### src/rtl/video_pattern_gen_pkg.sv
`default_nettype none
// ==== vid_pkg : shared pattern encoding, bar colour table, frame-size helpers (rev 1.0) ====
package vid_pkg;

  typedef enum logic [1:0] {
    PAT_BARS  = 2'd0,
    PAT_RAMP  = 2'd1,
    PAT_CHECK = 2'd2,
    PAT_SOLID = 2'd3
  } pattern_e;

  // {r,g,b} on/off per bar; bar 0 (white) sits in the low bits.
  localparam logic [23:0] BAR_LUT = {
    3'b000,  // black
    3'b001,  // blue
    3'b100,  // red
    3'b101,  // magenta
    3'b010,  // green
    3'b011,  // cyan
    3'b110,  // yellow
    3'b111   // white
  };

  function automatic logic [2:0] bar_rgb(input logic [2:0] idx);
    return BAR_LUT[3*int'(idx) +: 3];
  endfunction

  function automatic int h_total(input int active, input int fp, input int sync, input int bp);
    return active + fp + sync + bp;
  endfunction

  function automatic int v_total(input int active, input int fp, input int sync, input int bp);
    return active + fp + sync + bp;
  endfunction

endpackage
`default_nettype wire

### src/rtl/video_pattern_gen_if.sv
`default_nettype none
// ==== video_pattern_gen_if : control inputs and RGB/dv/hs/vs stream of the generator (rev 1.0) ====
interface video_pattern_gen_if #(
  parameter int COLORDEPTH = 8
);
  logic                      en_i;
  logic [1:0]                pattern_sel_i;
  logic [3*COLORDEPTH-1:0]   solid_rgb_i;
  logic [COLORDEPTH-1:0]     red_o;
  logic [COLORDEPTH-1:0]     green_o;
  logic [COLORDEPTH-1:0]     blue_o;
  logic                      dv_o;
  logic                      hs_o;
  logic                      vs_o;
  logic                      frame_o;

  modport master (
    input  en_i, pattern_sel_i, solid_rgb_i,
    output red_o, green_o, blue_o, dv_o, hs_o, vs_o, frame_o
  );

  modport slave (
    output en_i, pattern_sel_i, solid_rgb_i,
    input  red_o, green_o, blue_o, dv_o, hs_o, vs_o, frame_o
  );
endinterface
`default_nettype wire

### src/rtl/video_pattern_gen_timing.sv
`default_nettype none
// ==== vid_timing : IDLE/RUN control, h/v counters, bar index and sync decode (rev 1.0) ====
module vid_timing
  import vid_pkg::*;
#(
  parameter int H_ACTIVE = 1280,
  parameter int H_FP     = 110,
  parameter int H_SYNC   = 40,
  parameter int H_BP     = 220,
  parameter int V_ACTIVE = 720,
  parameter int V_FP     = 5,
  parameter int V_SYNC   = 5,
  parameter int V_BP     = 20,
  localparam int H_TOTAL = h_total(H_ACTIVE, H_FP, H_SYNC, H_BP),
  localparam int V_TOTAL = v_total(V_ACTIVE, V_FP, V_SYNC, V_BP),
  localparam int HW      = $clog2(H_TOTAL),
  localparam int VW      = $clog2(V_TOTAL)
) (
  input  logic          clk,
  input  logic          rst,
  input  logic          en,
  output logic [HW-1:0] h_cnt,
  output logic [VW-1:0] v_cnt,
  output logic [2:0]    bar_idx,
  output logic          run,
  output logic          dv,
  output logic          hs,
  output logic          vs,
  output logic          frame
);

  localparam logic [0:0] ST_IDLE = 1'b0;
  localparam logic [0:0] ST_RUN  = 1'b1;

  localparam int BAR_W = H_ACTIVE / 8;
  localparam int BW    = $clog2(BAR_W + 1);

  logic [0:0]    state;
  logic          stop_req;
  logic [BW-1:0] bar_pix;
  logic          h_last;
  logic          v_last;

  assign h_last = (h_cnt == HW'(H_TOTAL - 1));
  assign v_last = (v_cnt == VW'(V_TOTAL - 1));

  always_ff @(posedge clk) begin
    if (!rst) begin
      state    <= ST_IDLE;
      stop_req <= 1'b0;
      h_cnt    <= '0;
      v_cnt    <= '0;
      bar_pix  <= '0;
      bar_idx  <= '0;
    end else begin
      case (state)
        ST_IDLE: begin
          h_cnt    <= '0;
          v_cnt    <= '0;
          bar_pix  <= '0;
          bar_idx  <= '0;
          stop_req <= 1'b0;
          if (en) state <= ST_RUN;
        end
        default: begin
          // A disable request is remembered so the frame always runs to its end.
          stop_req <= stop_req | ~en;
          if (h_last) begin
            h_cnt   <= '0;
            bar_pix <= '0;
            bar_idx <= '0;
            if (v_last) begin
              v_cnt <= '0;
              if (stop_req || !en) begin
                state    <= ST_IDLE;
                stop_req <= 1'b0;
              end
            end else begin
              v_cnt <= v_cnt + VW'(1);
            end
          end else begin
            h_cnt <= h_cnt + HW'(1);
            if (bar_pix == BW'(BAR_W - 1)) begin
              bar_pix <= '0;
              bar_idx <= bar_idx + 3'd1;
            end else begin
              bar_pix <= bar_pix + BW'(1);
            end
          end
        end
      endcase
    end
  end

  assign run   = (state == ST_RUN);
  assign dv    = run && (int'(h_cnt) < H_ACTIVE) && (int'(v_cnt) < V_ACTIVE);
  assign hs    = run && (int'(h_cnt) >= H_ACTIVE + H_FP)
                     && (int'(h_cnt) <  H_ACTIVE + H_FP + H_SYNC);
  assign vs    = run && (int'(v_cnt) >= V_ACTIVE + V_FP)
                     && (int'(v_cnt) <  V_ACTIVE + V_FP + V_SYNC);
  assign frame = run && (h_cnt == '0) && (v_cnt == '0);

endmodule
`default_nettype wire

### src/rtl/video_pattern_gen.sv
`default_nettype none
// ==== video_pattern_gen : frame-timed RGB test-pattern source (rev 1.0) ====
module video_pattern_gen
  import vid_pkg::*;
#(
  parameter int COLORDEPTH = 8,
  parameter int H_ACTIVE   = 1280,
  parameter int H_FP       = 110,
  parameter int H_SYNC     = 40,
  parameter int H_BP       = 220,
  parameter int V_ACTIVE   = 720,
  parameter int V_FP       = 5,
  parameter int V_SYNC     = 5,
  parameter int V_BP       = 20,
  parameter int CHECK_LOG2 = 4
) (
  input  logic               clk,
  input  logic               rst,
  video_pattern_gen_if.master bus
);

  localparam int HW = $clog2(h_total(H_ACTIVE, H_FP, H_SYNC, H_BP));
  localparam int VW = $clog2(v_total(V_ACTIVE, V_FP, V_SYNC, V_BP));
  localparam int PW = 3 * COLORDEPTH;

  logic [HW-1:0]         h_cnt;
  logic [VW-1:0]         v_cnt;
  logic [2:0]            bar_idx;
  logic                  run;
  logic                  dec_dv;
  logic                  dec_hs;
  logic                  dec_vs;
  logic                  dec_frame;

  logic                  at_origin;
  pattern_e              pat_lat;
  pattern_e              pat_now;
  logic [PW-1:0]         solid_lat;
  logic [PW-1:0]         solid_now;
  logic [2:0]            bar_bits;
  logic [COLORDEPTH-1:0] ramp;
  logic [PW-1:0]         pix;

  logic [PW-1:0]         rgb;
  logic                  dv;
  logic                  hs;
  logic                  vs;
  logic                  frame;

  vid_timing #(
    .H_ACTIVE (H_ACTIVE),
    .H_FP     (H_FP),
    .H_SYNC   (H_SYNC),
    .H_BP     (H_BP),
    .V_ACTIVE (V_ACTIVE),
    .V_FP     (V_FP),
    .V_SYNC   (V_SYNC),
    .V_BP     (V_BP)
  ) u_timing (
    .clk     (clk),
    .rst     (rst),
    .en      (bus.en_i),
    .h_cnt   (h_cnt),
    .v_cnt   (v_cnt),
    .bar_idx (bar_idx),
    .run     (run),
    .dv      (dec_dv),
    .hs      (dec_hs),
    .vs      (dec_vs),
    .frame   (dec_frame)
  );

  // At (0,0) the live inputs are used directly so the first pixel already
  // reflects the selection that gets latched for the rest of the frame.
  assign at_origin = run && (h_cnt == '0) && (v_cnt == '0);
  assign pat_now   = at_origin ? pattern_e'(bus.pattern_sel_i) : pat_lat;
  assign solid_now = at_origin ? bus.solid_rgb_i : solid_lat;

  always_ff @(posedge clk) begin
    if (!rst) begin
      pat_lat   <= PAT_BARS;
      solid_lat <= '0;
    end else if (at_origin) begin
      pat_lat   <= pattern_e'(bus.pattern_sel_i);
      solid_lat <= bus.solid_rgb_i;
    end
  end

  assign bar_bits = bar_rgb(bar_idx);
  assign ramp     = COLORDEPTH'(h_cnt);

  always_comb begin
    pix = '0;
    case (pat_now)
      PAT_BARS:  pix = {{COLORDEPTH{bar_bits[2]}}, {COLORDEPTH{bar_bits[1]}},
                        {COLORDEPTH{bar_bits[0]}}};
      PAT_RAMP:  pix = {3{ramp}};
      PAT_CHECK: pix = (h_cnt[CHECK_LOG2] ^ v_cnt[CHECK_LOG2]) ? '1 : '0;
      PAT_SOLID: pix = solid_now;
      default:   pix = '0;
    endcase
  end

  always_ff @(posedge clk) begin
    if (!rst) begin
      rgb   <= '0;
      dv    <= 1'b0;
      hs    <= 1'b0;
      vs    <= 1'b0;
      frame <= 1'b0;
    end else begin
      rgb   <= dec_dv ? pix : '0;
      dv    <= dec_dv;
      hs    <= dec_hs;
      vs    <= dec_vs;
      frame <= dec_frame;
    end
  end

  assign bus.red_o   = rgb[PW-1 -: COLORDEPTH];
  assign bus.green_o = rgb[2*COLORDEPTH-1 -: COLORDEPTH];
  assign bus.blue_o  = rgb[COLORDEPTH-1:0];
  assign bus.dv_o    = dv;
  assign bus.hs_o    = hs;
  assign bus.vs_o    = vs;
  assign bus.frame_o = frame;

endmodule
`default_nettype wire

### src/flat_wrapper.sv
// flat-port wrapper written by rule: the top's interface ports become plain ports
module video_pattern_gen_flat import vid_pkg::*;
#(
  parameter int COLORDEPTH = 8,
  parameter int H_ACTIVE   = 1280,
  parameter int H_FP       = 110,
  parameter int H_SYNC     = 40,
  parameter int H_BP       = 220,
  parameter int V_ACTIVE   = 720,
  parameter int V_FP       = 5,
  parameter int V_SYNC     = 5,
  parameter int V_BP       = 20,
  parameter int CHECK_LOG2 = 4
)
  (clk, rst, bus_en_i, bus_pattern_sel_i, bus_solid_rgb_i, bus_red_o, bus_green_o, bus_blue_o, bus_dv_o, bus_hs_o, bus_vs_o, bus_frame_o);
  video_pattern_gen_if #(.COLORDEPTH(COLORDEPTH)) bus_i ();
  input  logic clk;
  input  logic rst;
  input wire logic [$bits(bus_i.en_i)-1:0] bus_en_i;
  input wire logic [$bits(bus_i.pattern_sel_i)-1:0] bus_pattern_sel_i;
  input wire logic [$bits(bus_i.solid_rgb_i)-1:0] bus_solid_rgb_i;
  output wire logic [$bits(bus_i.red_o)-1:0] bus_red_o;
  output wire logic [$bits(bus_i.green_o)-1:0] bus_green_o;
  output wire logic [$bits(bus_i.blue_o)-1:0] bus_blue_o;
  output wire logic [$bits(bus_i.dv_o)-1:0] bus_dv_o;
  output wire logic [$bits(bus_i.hs_o)-1:0] bus_hs_o;
  output wire logic [$bits(bus_i.vs_o)-1:0] bus_vs_o;
  output wire logic [$bits(bus_i.frame_o)-1:0] bus_frame_o;
  assign bus_i.en_i = bus_en_i;
  assign bus_i.pattern_sel_i = bus_pattern_sel_i;
  assign bus_i.solid_rgb_i = bus_solid_rgb_i;
  assign bus_red_o = bus_i.red_o;
  assign bus_green_o = bus_i.green_o;
  assign bus_blue_o = bus_i.blue_o;
  assign bus_dv_o = bus_i.dv_o;
  assign bus_hs_o = bus_i.hs_o;
  assign bus_vs_o = bus_i.vs_o;
  assign bus_frame_o = bus_i.frame_o;
  video_pattern_gen #(.COLORDEPTH(COLORDEPTH), .H_ACTIVE(H_ACTIVE), .H_FP(H_FP), .H_SYNC(H_SYNC), .H_BP(H_BP), .V_ACTIVE(V_ACTIVE), .V_FP(V_FP), .V_SYNC(V_SYNC), .V_BP(V_BP), .CHECK_LOG2(CHECK_LOG2)) u_core (.clk(clk), .rst(rst), .bus(bus_i));
endmodule
### config.mk
export PLATFORM = sky130hd
export DESIGN_NAME = video_pattern_gen_flat
export DESIGN_NICKNAME = d
export VERILOG_FILES = /design/src/rtl/video_pattern_gen_pkg.sv /design/src/rtl/video_pattern_gen_if.sv /design/src/rtl/video_pattern_gen_timing.sv /design/src/rtl/video_pattern_gen.sv /design/src/flat_wrapper.sv
export SDC_FILE = /design/constraint.sdc
export NUM_CORES = 1
export LEC_CHECK = 0
export BUFFER_PORTS_ARGS = -buffer_cell sky130_fd_sc_hd__buf_2
export CAP_MARGIN = 20
export CELL_PAD_IN_SITES_DETAIL_PLACEMENT = 2
export CELL_PAD_IN_SITES_GLOBAL_PLACEMENT = 2
export CORE_MARGIN = 5
export CORE_UTILIZATION = 34
export CTS_CLUSTER_DIAMETER = 60
export DETAILED_ROUTE_END_ITERATION = 8
export GPL_TIMING_DRIVEN = 0
export PLACE_DENSITY = 0.75
export SLEW_MARGIN = 10
export SYNTH_ARGS = -nofsm -noshare
export SYNTH_HDL_FRONTEND = slang
export SYNTH_HIERARCHICAL = 1
export SYNTH_SLANG_ARGS = --single-unit
### constraint.sdc
create_clock -name clk -period 2.7 [get_ports clk]
set_input_delay 0.54 -clock clk [delete_from_list [all_inputs] [get_ports clk]]
set_output_delay 0.54 -clock clk [all_outputs]
set_load 0.05 [all_outputs]
== Word-level counts from Yosys, hierarchy flattened ==
Index checks and enable logic that the tools add are counted.

* Shifts and indexed selects: 1
* Multiply operators: 1
* Bitwise operators: 5
* Equality and inequality tests: 6
* $add $sub $neg: 4
* Multiplexer cells: 13
* Order comparisons: 6
* Reduce and logical (&&, ||, !) cells: 17

{| class="wikitable"
|+ Operators by type and width
! operator !! number
|-
| $pmux W24 S4 || 1
|-
| $mux W24 || 2
|-
| $shiftx A24 B32 Y3 const A || 1
|-
| $lt A11 B11 Y1 const B || 2
|-
| $lt A10 B10 Y1 const B || 2
|-
| $add A11 B1 Y11 const B || 1
|-
| $eq A11 B11 Y1 const B || 1
|-
| $ge A11 B11 Y1 const B || 1
|-
| $logic_not A11 Y1 || 1
|-
| $add A10 B1 Y10 const B || 1
|-
| $eq A10 B10 Y1 const B || 1
|-
| $ge A10 B10 Y1 const B || 1
|-
| $logic_not A10 Y1 || 1
|-
| $mux W10 || 1
|-
| $add A8 B1 Y8 const B || 1
|-
| $eq A8 B8 Y1 const B || 1
|-
| $logic_and A1 B1 Y1 || 8
|-
| $mux W1 || 8
|-
| $mul A2 B3 Y5 const A || 1
|-
| $eq A2 B2 Y1 const B || 2
|-
| $reduce_and A2 Y1 || 2
|-
| $reduce_or A4 Y1 || 1
|-
| $add A3 B1 Y3 const B || 1
|-
| $not A1 Y1 || 3
|-
| 8 further kinds || 8
|}

* Register bits after elaboration: 88
* Output and inout bits: 28

== Logic depth before layout (Yosys ltp) ==
* Word-level depth: 6
* Gate-level depth with buffers: 8
* Depth with buffers taken out: 7

== Modules after synthesis ==
Netlist, hierarchy kept.

{| class="wikitable"
|+ Modules (own cells, without submodules)
! module !! instances !! cells each !! area an instance (um^2)
|-
| video_pattern_gen || 1 || 275 || 2396.0
|-
| vid_timing || 1 || 212 || 1771.7
|}

== Least setup slack after synthesis ==
No wires, ideal clock.

* Path type: register to register
* Start point: register u_core.u_timing.h_cnt[3]
* End point: register u_core.u_timing.v_cnt[9]
* Library setup time: 0.070 ns
* Arrival time: 2.054 ns
* Required time: 2.630 ns
* Slack: 0.577 ns
* Stages on the path, launching flop included: 6
* Path buffers: 1
* Cells stage by stage: dfxtp_1 buf_6 or4_4 or4_4 or4_1 a21oi_1

* Longest elaborated chain between the ends: 1

{| class="wikitable"
|+ RTL lines
! element !! line !! text
|-
| start: declaration || video_pattern_gen_timing.sv:22 || <nowiki>output logic [HW-1:0] h_cnt,</nowiki>
|-
| start signal: assignment || video_pattern_gen_timing.sv:82 || <nowiki>h_cnt <= h_cnt + HW'(1);</nowiki>
|-
| $eq A11 B11 Y1 || video_pattern_gen_timing.sv:44 || <nowiki>assign h_last = (h_cnt == HW'(H_TOTAL - 1));</nowiki>
|-
| end signal: assignment || video_pattern_gen_timing.sv:79 || <nowiki>v_cnt <= v_cnt + VW'(1);</nowiki>
|-
| end: declaration || video_pattern_gen_timing.sv:23 || <nowiki>output logic [VW-1:0] v_cnt,</nowiki>
|}

No other way between the ends.
A chain may end at the register's enable or synchronous reset.

== Worst setup path in the final report ==
* Start point: register u_core.u_timing.h_cnt[2]
* End point: register u_core.u_timing.h_cnt[2]

* Longest elaborated chain between the ends: 2

{| class="wikitable"
|+ RTL lines
! element
|-
| parallel branches: the longest is 2 deep, another holds $add A11 B1 Y11
|}

Parallel ways; which one is timed is not known.

==> out/qor.txt <==
CTS Root Cell: clkbuf_16
Post-route clock period utilization: 0.903
Area Growth Syn to Fin: 19.2%
Critical path arrival: 2.65 ns
Vias in the first global route: 4205
Initial core utilization: 0.347
XOR/XNOR share of the synthesized area: 0.0378
VDD IR max: 0.234 mV
Hold-fix buffers, CTS: 0
Power density over the cells: 659 mW/mm2
DR WL/cell: 19.9 um
Critical Path RT: 2.92 ns
# port buffers: 56
Synth Instances: 487
Non-Filler Instances: 707
Leak: 1.81 nW
Crit path to: u_core/u_timing/h_cnt[2]$_SDFF_PP0_
Vias: 3881
Reg clk slew, reported paths: 0.06 ns
Min Tclk post-route: 2.44 ns
Status: finished, final reports clean
Power Internal: 0.00235 W
Crit path max fanout: 10
Vias per inst: 5.49
Met3 wire length: 410 um
WL final: 14.1 mm
Layout cells sized above 1: 0.171
Clock sinks: 88
Worst hold path stage count: 2
Yosys Warn Count: 6
GR Util All Layers: 0.198
Layout Skew: 0.00609 ns
Fraction of registers with async set/reset: 0
Achievable Freq: 410 MHz
Die width: 121 um
Highest routed layer: met4
CTS tree: yes
Setup crit start kind: flop
Largest net degree at the start of global routing: 15
Post-DRT Antenna Nets: 0
Final Util: 0.414
Synth Area in Compound Gates: 0.171
TritonCTS Buffers: 9
Flop2flop setup slack: 0.26 ns
Clock insertion delay at the later pin of the skew report: 0.35 ns
Prevailing post-synth register cell: dfxtp_1
FP Rows: 40
Metal1 wirelength: 6.33 mm
Synth area leader: dfxtp_1
Power share of the sequential group: 0.426
Initial antenna violation count: 0
Die ar.: 0.0146 mm2
Clock power share: 0.432
Synth top cells by count: dfxtp_1, nand2_1, nand3_1, nor2_1
Reg-to-Reg Start: u_core/u_timing/h_cnt[2]$_SDFF_PP0_
Slew margin rel.: 0.374
Main combinational cell family by area after synthesis: simple AND/OR/NAND/NOR gates
Worst-case reg-to-reg path depth: 6
IO Count: 57
Post-synthesis sequential area ratio: 0.423
Total gr overflow: 0
Combinational share of power: 0.142
Syn avg cell area: 8.56 um2
WS Path Type: flop to flop
Global-route wire length before repair: 22.7 mm
Max clock buf depth: 2
Inst Count DP: 690
DRT iter0 DRCs: 152
Synthesized flop and latch total: 88
Worst min path class: input port to flop
Final count of negative-setup-slack endpoints: 0
EDFF count, synth: 0
Endpoint type of the worst setup path: flop
Number of diodes: 0
Drt pass-1 iters: 4
Wire length on met2: 7.07 mm
Final nets: 593
Core area: 0.0120 mm2
Distinct cells, synth: 47
MaxCap Viol Count: 0
RSZ-0062 raised after global routing: no
Hpwl dp: 10.2 mm
Final hold violations: 0
Max-slew violations: 0
Synth Cell Area: 0.00417 mm2
Cells taking the most area after synthesis: dfxtp_1, nand3_1, nand2_1, a21boi_0, nor2_1
Post-Syn Nets: 525
Post_cts resized: 0
Routability cong.: 0.762
Setup TNS: 0 ns
Critical Path Start: u_core/u_timing/h_cnt[2]$_SDFF_PP0_
Capturing point of the worst reg2reg path: u_core/u_timing/h_cnt[2]$_SDFF_PP0_
# H-tree levels: 3
Most frequent cell after synthesis: dfxtp_1
Post-CTS Setup Inserts: 0
Sw frac: 0.282
Synth Area in Adders: 0.0270
Post-synthesis mux area share: 0.00721
Drc violations: 0
Die Ht: 121 um
Top-area cell type share of the netlist area: 0.423
Synth Area in Simple Gates: 0.284
Net switching power: 0.000923 W
Worst-margin pin slew: 0.937 ns
## final cells by class
| class | count | area, um2 |
|---|---|---|
| Sequential cell | 88 | 1760 |
| Clock inverter | 4 | 76.3 |
| Timing Repair Buffer | 57 | 285 |
| Fill cell | 1378 | 7040 |
| Inverter | 15 | 56.3 |
| Multi-Input combinational cell | 350 | 2200 |
| Tap cell | 147 | 184 |
| Buffer | 34 | 154 |
| Clock buffer | 12 | 256 |
## metal layers
metal	GRT usage	up-vias
met5	0	-
met1	0.240	1934
met3	0.0323	19
met4	0.0722	0
li1	-	1862
met2	0.353	66
## logic make-up after synthesis
| kind of cell | Yosys count |
|---|---|
| multiplexers | 3 |
| AO/OA/AOI/OAI | 91 |
| adder cells (fa/ha/maj) | 9 |
| flip-flops | 88 |
| XOR/XNOR | 18 |
| AND/OR/NAND/NOR | 229 |
| buffers and inverters | 49 |
## power by group through the flow
stage / Combinational (W) / Clock, W / Sequential, W
final: 0.000464 / 0.00141 / 0.00140
after global routing: 0.000496 / 0.00150 / 0.00140
after CTS: 0.000467 / 0.00145 / 0.00140
after detailed placement: 0.000464 / 0 / 0.00143
after global placement: 0.000452 / 0 / 0.00142
after floorplan: 0.000200 / 0 / 0.00153
## flip-flops by register name, indices dropped and copies added, names as in the netlist, 2 cells and up
register / cells
u_core/solid_lat: 24
u_core/u_timing/h_cnt: 11
u_core/rgb: 24
u_core/u_timing/bar_idx: 3
u_core/u_timing/v_cnt: 10
u_core/pat_lat: 2
u_core/u_timing/bar_pix: 8
## stage by stage
stage | instance area, um2 | hold WS, ns | worst slack (ns) | power, W
floorplan | 4170 | 0.430 | 0.577 | 0.00173
global placement | 4630 | 0.438 | 0.361 | 0.00187
detailed placement | 4630 | 0.457 | 0.284 | 0.00189
CTS | 4960 | 0.365 | 0.259 | 0.00331
global route | 4970 | 0.369 | 0.00209 | 0.00340
finish | 4970 | 0.377 | 0.261 | 0.00327
## how the worst min path moves through the flow
| stage | from | end | slack, ns |
|---|---|---|---|
| floorplan | u_core/u_timing/stop_req$_SDFF_PN0_ | u_core/u_timing/stop_req$_SDFF_PN0_ | 0.43 |
| global placement | u_core/u_timing/stop_req$_SDFF_PN0_ | u_core/u_timing/stop_req$_SDFF_PN0_ | 0.44 |
| detailed placement | u_core/u_timing/stop_req$_SDFF_PN0_ | u_core/u_timing/stop_req$_SDFF_PN0_ | 0.46 |
| CTS | bus_en_i | u_core/u_timing/stop_req$_SDFF_PN0_ | 0.36 |
| finish | bus_en_i | u_core/u_timing/stop_req$_SDFF_PN0_ | 0.38 |
| global route | bus_en_i | u_core/u_timing/stop_req$_SDFF_PN0_ | 0.37 |
## critical path: stages (launching register included)
cell and delay, ns:
dfxtp_1 0.34, buf_4 0.18, nor4_1 0.57, a31o_2 0.26, clkbuf_1 0.38, clkbuf_1 0.47, nor2_1 0.11
## placed cells by master (no fill, tap or decap), types with 7 or more instances in the layout
cell,count
ha_1,9
o21ai_0,8
xnor2_1,12
nand2_1,66
nor3_1,7
a21boi_0,27
a31oi_1,11
clkbuf_1,28
nand3_1,62
inv_1,15
a21o_1,9
dfxtp_1,88
buf_2,59
a41oi_1,15
clkbuf_16,9
a21oi_1,10
nor2_1,37
(Power assumes the default switching activity.)
